## src/rtl/led_sequence_player.sv

```systemverilog
// led_sequence_player: plays ROM entries 0..limite on 4 LEDs, each lit T_ON clocks then dark T_OFF clocks.
// Latency: first LED value 2 clocks after the start-accept edge; 2+T_ON+T_OFF clocks per entry.
// Backpressure: none; iniciar is ignored while busy, parar aborts to IDLE on the next edge.
//
// Ports:
//   clock, reset     single clock, synchronous active-high reset
//   iniciar, parar   start request (IDLE only) / abort (any state, wins over iniciar)
//   limite           last ROM address to play, captured when a start is accepted
//   rom_data         synchronous ROM output, valid one edge after rom_addr settles
//   rom_addr, leds   registered ROM address and LED drive
//   ocupado, pronto  busy flag (FETCH..GAP) / one-cycle completion pulse (DONE)
module led_sequence_player #(
  parameter int T_ON  = 4,
  parameter int T_OFF = 2,
  parameter int CNT_W = 16
) (
  input  logic       clock,
  input  logic       reset,
  input  logic       iniciar,
  input  logic       parar,
  input  logic [3:0] limite,
  input  logic [3:0] rom_data,
  output logic [3:0] rom_addr,
  output logic [3:0] leds,
  output logic       ocupado,
  output logic       pronto
);

  typedef enum logic [2:0] {IDLE, FETCH, LOAD, SHOW, GAP, DONE} state_t;

  localparam logic [CNT_W-1:0] ON_LAST  = CNT_W'(T_ON - 1);
  localparam logic [CNT_W-1:0] OFF_LAST = CNT_W'(T_OFF - 1);

  state_t           state, state_nxt;
  logic [CNT_W-1:0] cnt, cnt_nxt;
  logic [3:0]       lim_reg, lim_nxt;
  logic [3:0]       addr_nxt, leds_nxt;

  always_ff @(posedge clock) begin
    if (reset) begin
      state    <= IDLE;
      cnt      <= '0;
      lim_reg  <= '0;
      rom_addr <= '0;
      leds     <= '0;
    end else begin
      state    <= state_nxt;
      cnt      <= cnt_nxt;
      lim_reg  <= lim_nxt;
      rom_addr <= addr_nxt;
      leds     <= leds_nxt;
    end
  end

  always_comb begin
    state_nxt = state;
    cnt_nxt   = cnt;
    lim_nxt   = lim_reg;
    addr_nxt  = rom_addr;
    leds_nxt  = leds;

    if (parar) begin
      // Abort keeps rom_addr so the last position played stays visible.
      state_nxt = IDLE;
      leds_nxt  = '0;
      cnt_nxt   = '0;
    end else begin
      case (state)
        IDLE: begin
          leds_nxt = '0;
          if (iniciar) begin
            lim_nxt   = limite;
            addr_nxt  = '0;
            cnt_nxt   = '0;
            state_nxt = FETCH;
          end
        end
        // Address is stable here; the ROM captures it on the exit edge.
        FETCH: state_nxt = LOAD;
        LOAD: begin
          leds_nxt  = rom_data;
          cnt_nxt   = '0;
          state_nxt = SHOW;
        end
        SHOW: begin
          if (cnt == ON_LAST) begin
            leds_nxt  = '0;
            cnt_nxt   = '0;
            state_nxt = GAP;
          end else begin
            cnt_nxt = cnt + CNT_W'(1);
          end
        end
        GAP: begin
          if (cnt == OFF_LAST) begin
            cnt_nxt = '0;
            // No wrap: stopping on lim_reg lets limite=15 cover all 16 entries.
            if (rom_addr == lim_reg) begin
              state_nxt = DONE;
            end else begin
              addr_nxt  = rom_addr + 4'd1;
              state_nxt = FETCH;
            end
          end else begin
            cnt_nxt = cnt + CNT_W'(1);
          end
        end
        DONE:    state_nxt = IDLE;
        default: state_nxt = IDLE;
      endcase
    end
  end

  assign ocupado = (state == FETCH) || (state == LOAD) || (state == SHOW) || (state == GAP);
  assign pronto  = (state == DONE);

endmodule

```

## config.mk

```make
export PLATFORM = sky130hd
export DESIGN_NAME = led_sequence_player
export DESIGN_NICKNAME = d
export VERILOG_FILES = /design/src/rtl/led_sequence_player.sv
export SDC_FILE = /design/constraint.sdc
export NUM_CORES = 1
export LEC_CHECK = 0
export CORE_ASPECT_RATIO = 1.5
export CORE_MARGIN = 2
export CORE_UTILIZATION = 54
export DETAILED_ROUTE_END_ITERATION = 6
export PLACE_DENSITY = 0.89
export REMOVE_ABC_BUFFERS = 1
export SETUP_SLACK_MARGIN = 0.05
export SYNTH_ARGS = -nofsm -noshare
export SYNTH_HDL_FRONTEND = slang
export SYNTH_SLANG_ARGS = --single-unit
```

## constraint.sdc

```tcl
create_clock -name clock -period 2.4 [get_ports clock]
set_input_delay 0.24 -clock clock [delete_from_list [all_inputs] [get_ports clock]]
set_output_delay 0.24 -clock clock [all_outputs]
set_load 0.01 [all_outputs]
```

# After elaboration in Yosys (flattened, before gate mapping)
# Index checks and enable logic that the tools add are counted.
[totals]
elab_cells = 48
latch_bits = 0
register_bits = 31
in_bits = 12
mem_bits_ro = 0
ram_bits = 0
mem_count = 0
[op_classes]
bitwise = 1
n_mul = 0
n_reduce_logical = 13
div_mod_pow = 0
addsub = 2
n_mux = 15
magnitude_cmp = 0
shift = 0
eq_ne = 12
[ops]
columns = ["operator", "n"]
rows = [
  ["$pmux 16 s4", 1],
  ["$mux 16", 3],
  ["$add 16x1->16 const B", 1],
  ["$eq 16x1->1 const B", 1],
  ["$eq 16x2->1 const B", 1],
  ["$mux 4", 4],
  ["$pmux 3 s5", 1],
  ["$mux 3", 4],
  ["$pmux 4 s3", 1],
  ["$ne 2x2->1 const B", 4],
  ["$pmux 4 s2", 1],
  ["$eq 3x2->1 const B", 2],
  ["$eq 3x3->1 const B", 2],
  ["$reduce_and 3->1", 2],
  ["$reduce_and 5->1", 1],
  ["$add 4x1->4 const B", 1],
  ["$eq 4x4->1", 1],
  ["$reduce_and 2->1", 2],
  ["$reduce_bool 4->1", 1],
  ["$eq 3x1->1 const B", 1],
  ["$logic_not 3->1", 1],
  ["$logic_or 1x1->1", 3],
  ["$reduce_bool 3->1", 1],
  ["$reduce_bool 2->1", 1],
  ["other kinds (2)", 2],
]

# Longest topological paths before layout
# Gate-level depths: netlist of the first run.
[depth]
ltp_word = 4
ltp_mapped = 8
depth_no_buf = 7

# Worst setup path before layout of the first run
# Ideal clock, no wire load.
[synth_timing]
path_type = "register to register"
startpoint = "register cnt[0]"
endpoint = "register cnt[14]"
period_less_slack_ns = 2.022
path_buffers = 1
arrival_ns = 1.903
slack_ns = 0.378
path_stages_with_launch = 8
cell_sequence = "dfxtp_1 > ha_1 > or3b_2 > nor4_4 > nor3_2 > buf_6 > o22a_1 > o221a_1"
[synth_via]
elab_chain_len = 3
elab_cells_between_ends = 6
[synth_rtl]
columns = ["item", "line", "source"]
rows = [
  ["from (decl)", "35", "logic [CNT_W-1:0] cnt, cnt_nxt;"],
  ["from (signal assigned)", "48", "cnt <= cnt_nxt;"],
  ["$add 16x1->16 (tied with other cells)", "91, 105", ""],
  ["$mux 16 (on tied branches)", "95, 86", ""],
  ["$pmux 16 s4 (*)", "68", "case (state)"],
]
# Every way passes the cells marked *; elsewhere a longest branch is shown, timed or not.
# A chain may end at the register's enable or synchronous reset.

# Worst setup path after layout of the first run
[layout_timing]
startpoint = "register cnt[0]"
endpoint = "register cnt[11]"
# Same word-level chain as after synthesis.

==> run_results.csv, run 1 <==
group,metric,value,unit
status,status,"finished, final reports clean",
timing,timing.final.crit_share,88.8,%
worst_setup_path,critPathLaunch,"cnt[0]",
placement,gp_congestion,0.834,
floorplan,rows,25,
global_routing,use_met1,24.7,%
synth,synth_fa_ha_area_share,2.18,%
drt,drt_iter0_markers,49,
drt,via_per_inst,5.88,
timing,fmaxAchievable,469,MHz
clock_tree,cts-resized-gates,0,
floorplan,num_io_pins,22,
final_layout,area_growth,18.8,%
synth,yosysUniqueCellTypes,48,
global_routing,use_met3,5.53,%
worst_setup_path,slowest_delay,0.50,ns
placement,dp_cells,250,
drt,vias,1517,
global_routing,use_met2,43.1,%
drt,wl,3770,µm
clock_tree,clock-sinks,31,
worst_setup_path,crit_type,"reg -> reg",
drt,ant_nets,0,
final_layout,largest_register_ffs,16,
timing,worst_pin_slew,0.755,ns
timing,finalSetupTns,0,ns
worst_setup_path,start_kind,"flop",
pwr,vdd_drop_max,0.486,mV
global_routing,overflow,0,
worst_setup_path,reg2reg_from,"cnt[0]",
job,cap_viol_max_count,0,
clock_tree,numCtsBuffers,5,
clock_tree,root_buffer,"clkbuf_8",
floorplan,fp.dieArea,3660,µm²
timing,clock_skew,0.00323,ns
synth,async_flop_share,0,%
worst_setup_path,required,2.57,ns
synth,syn_avg_cell_area,8.77,µm²
synth,synth_xor_xnor_area_share,6.11,%
floorplan,core,3100,µm²
timing,min_period,2.13,ns
placement,io_buffers,21,
timing,maxSlewHeadroom,49.4,%
synth,ys_ff_latch,31,
timing,hold_violations,0,
global_routing,grt_max_degree,23,
worst_setup_path,cp_slowest_cell,"or3b_2",
drt,wl_per_cell,14.6,µm
synth,synth_warnings,0,
synth,netlist_area,1720,µm²
clock_tree,hold_buffers,0,
synth,synth_edf_count,0,
synth,synth_top_family_by_area,"simple AND/OR/NAND/NOR gates",
floorplan,initial_core_util,55.5,%
clock_tree,cts_tree,"built",
timing,slew_violations,0,
final_layout,drive_gt1_share,11.0,%
final_layout,stdcell_area,2040,µm²
clock_tree,htreeDepth,2,
placement,dpl_cell_area,1960,µm²
drt,route.detailed.drc,0,
worst_hold_path,hold_path.startpoint,"leds[3]",
worst_setup_path,endpoint_kind,"flop",
global_routing,track_usage,23.4,%
final_layout,regMostFlops,"cnt",
global_routing,grt_pass1_vias,1473,
floorplan,die_h,73.1,µm
synth,ys_seq_area_share,36.1,%
clock_tree,clk_pin_slew,0.07,ns
clock_tree,clk-insertion-delay-late,0.29,ns
worst_setup_path,path_cells,"ha_1, or3b_2, nor4_4, nor3_2, o31ai_4, nor2_1",
timing,finalSetupViolCount,0,
synth,synth_compound_area_share,16.9,%
worst_hold_path,hp-class,"reg -> reg",
final_layout,n_fill_cell,256,
synth,synth-simple-area-share,30.3,%
final_layout,seq_area,621,µm²
final_layout,layout.nets,232,
floorplan,die_w,50.1,µm
final_layout,fin_cells,258,
clock_tree,cts_setup_buffers,0,
synth,synthFlopType,"dfxtp_1",
worst_setup_path,path_max_fanout,11,
worst_setup_path,critPathArrivalTime,2.30,ns
global_routing,antenna_found_initial,0,
timing,rsz0062_at_grt,"false",
global_routing,grt-busiest-layer,"met2",
drt,firstDrtPassIters,4,
synth,synthCells,196,
placement,hpwl,2650,µm
global_routing,grt_pass1_wl,6530,µm
clock_tree,clock_path_buffers,2,
pwr,p_leak,0.735,nW
final_layout,num_antenna_cells,0,
pwr,power_per_cell_area,496,nW/µm²
final_layout,multi_input_area,1030,µm²
synth,synth_mux_area_share,4.15,%
final_layout,fin_util,65.9,%
==> cells by family after synthesis <==
family / Yosys count
AND/OR/NAND/NOR: 91
AO/OA/AOI/OAI: 37
flip-flops: 31
buffers and inverters: 15
XOR/XNOR: 12
multiplexers: 7
adder cells (fa/ha/maj): 3
==> cells in the mapped netlist (5+ instances only) <==
master    instances  area [µm²]
dfxtp_1          31         621
nand2_1          20        75.1
nor2_1           19        71.3
a21oi_1          11        55.1
xnor2_1           8        70.1
nand3_1           7        35.0
nor4_1            7        43.8
clkbuf_1          6        22.5
mux2i_1           6        60.1
nor3_1            6        30.0
o22ai_1           6        37.5
inv_1             5        18.8
==> critical path, delay by kind of cell (launching register included) <==
| kind | cells | cell delay, ns |
|---|---|---|
| and+or+nand+nor | 4 | 1.02 |
| adders and majority gates | 1 | 0.24 |
| AOI/OAI and AO/OA | 1 | 0.35 |
| DFF | 1 | 0.40 |
==> stage by stage <==
step / hold WS, ns / worst slack (ns) / power (mW)
final: 0.499 / 0.268 / 1.01
after CTS: 0.497 / 0.263 / 1.02
after global routing: 0.522 / 0.0851 / 1.05
after detailed placement: 0.482 / 0.278 / 0.618
after floorplan: 0.312 / 0.126 / 0.576
after global placement: 0.477 / 0.324 / 0.617
==> report_power, final <==
| group | switching [mW] | leakage (nW) | internal (mW) |
|---|---|---|---|
| logic | 0.0421 | 0.442 | 0.0402 |
| clock network | 0.202 | 0.0422 | 0.203 |
| registers | 0.00551 | 0.250 | 0.519 |
| total | 0.249 | 0.735 | 0.763 |
==> area by class of cell <==
type | count | area share [%]
well taps | 40 | 2.45
inverters | 5 | 0.919
flip-flops and latches | 31 | 30.4
clock buffers | 7 | 3.74
multi-input cells | 150 | 50.2
clock inverters | 1 | 0.245
repair buffers | 24 | 12.0
==> routing by layer <==
layer	vias to the layer above	routed length, µm	part of all wire (%)
met1	720	1550	41
met5	-	0	0
met2	30	2040	54
li1	762	-	-
met4	0	61	1.6
met3	5	121	3.2
==> layout by cell type, fill, tap and decap left out, drive strengths merged, types with 2 or more instances in the layout <==
| cell type | instances |
|---|---|
| a21oi | 11 |
| a31oi | 3 |
| a32o | 4 |
| and2 | 3 |
| and3 | 2 |
| and4 | 2 |
| buf | 3 |
| clkbuf | 7 |
| clkdlybuf4s50 | 21 |
| dfxtp | 31 |
| ha | 3 |
| inv | 5 |
| mux2i | 6 |
| nand2 | 20 |
| nand2b | 2 |
| nand3 | 7 |
| nand4 | 4 |
| nor2 | 20 |
| nor2b | 4 |
| nor3 | 7 |
| nor4 | 9 |
| nor4b | 2 |
| o21bai | 2 |
| o22ai | 6 |
| or2 | 2 |
| or3b | 2 |
| or4 | 3 |
| xnor2 | 8 |
| xor2 | 4 |
==> final timing paths <==
check / slack, ns / endpoint / depth (start not counted)
setup / recovery: 0.27 / cnt[11] / 6
hold / removal: 0.50 / leds[3] / 1
setup reg to reg: 0.27 / cnt[11] / 6
hold reg to reg: 0.50 / leds[3] / 1
Power figures use the tool's default switching activity.
==> run 2: changes to the inputs <==
--- a/config.mk
+++ b/config.mk
@@ -15,3 +15,4 @@
 export SYNTH_ARGS = -nofsm -noshare
 export SYNTH_HDL_FRONTEND = slang
 export SYNTH_SLANG_ARGS = --single-unit
+export TNS_END_PERCENT = 5
==> results of run 2 <==
Same layout as run 1: the final DEF is identical, and so are final timing and power.
==> run 3: changes to the inputs <==
--- a/config.mk
+++ b/config.mk
@@ -5,9 +5,11 @@
 export SDC_FILE = /design/constraint.sdc
 export NUM_CORES = 1
 export LEC_CHECK = 0
+export ABC_AREA = 0
 export CORE_ASPECT_RATIO = 1.5
 export CORE_MARGIN = 2
 export CORE_UTILIZATION = 54
+export CTS_CLUSTER_DIAMETER = 30
 export DETAILED_ROUTE_END_ITERATION = 6
 export PLACE_DENSITY = 0.89
 export REMOVE_ABC_BUFFERS = 1
==> results of run 3 <==
Same layout as run 1: the final DEF is identical, and so are final timing and power.
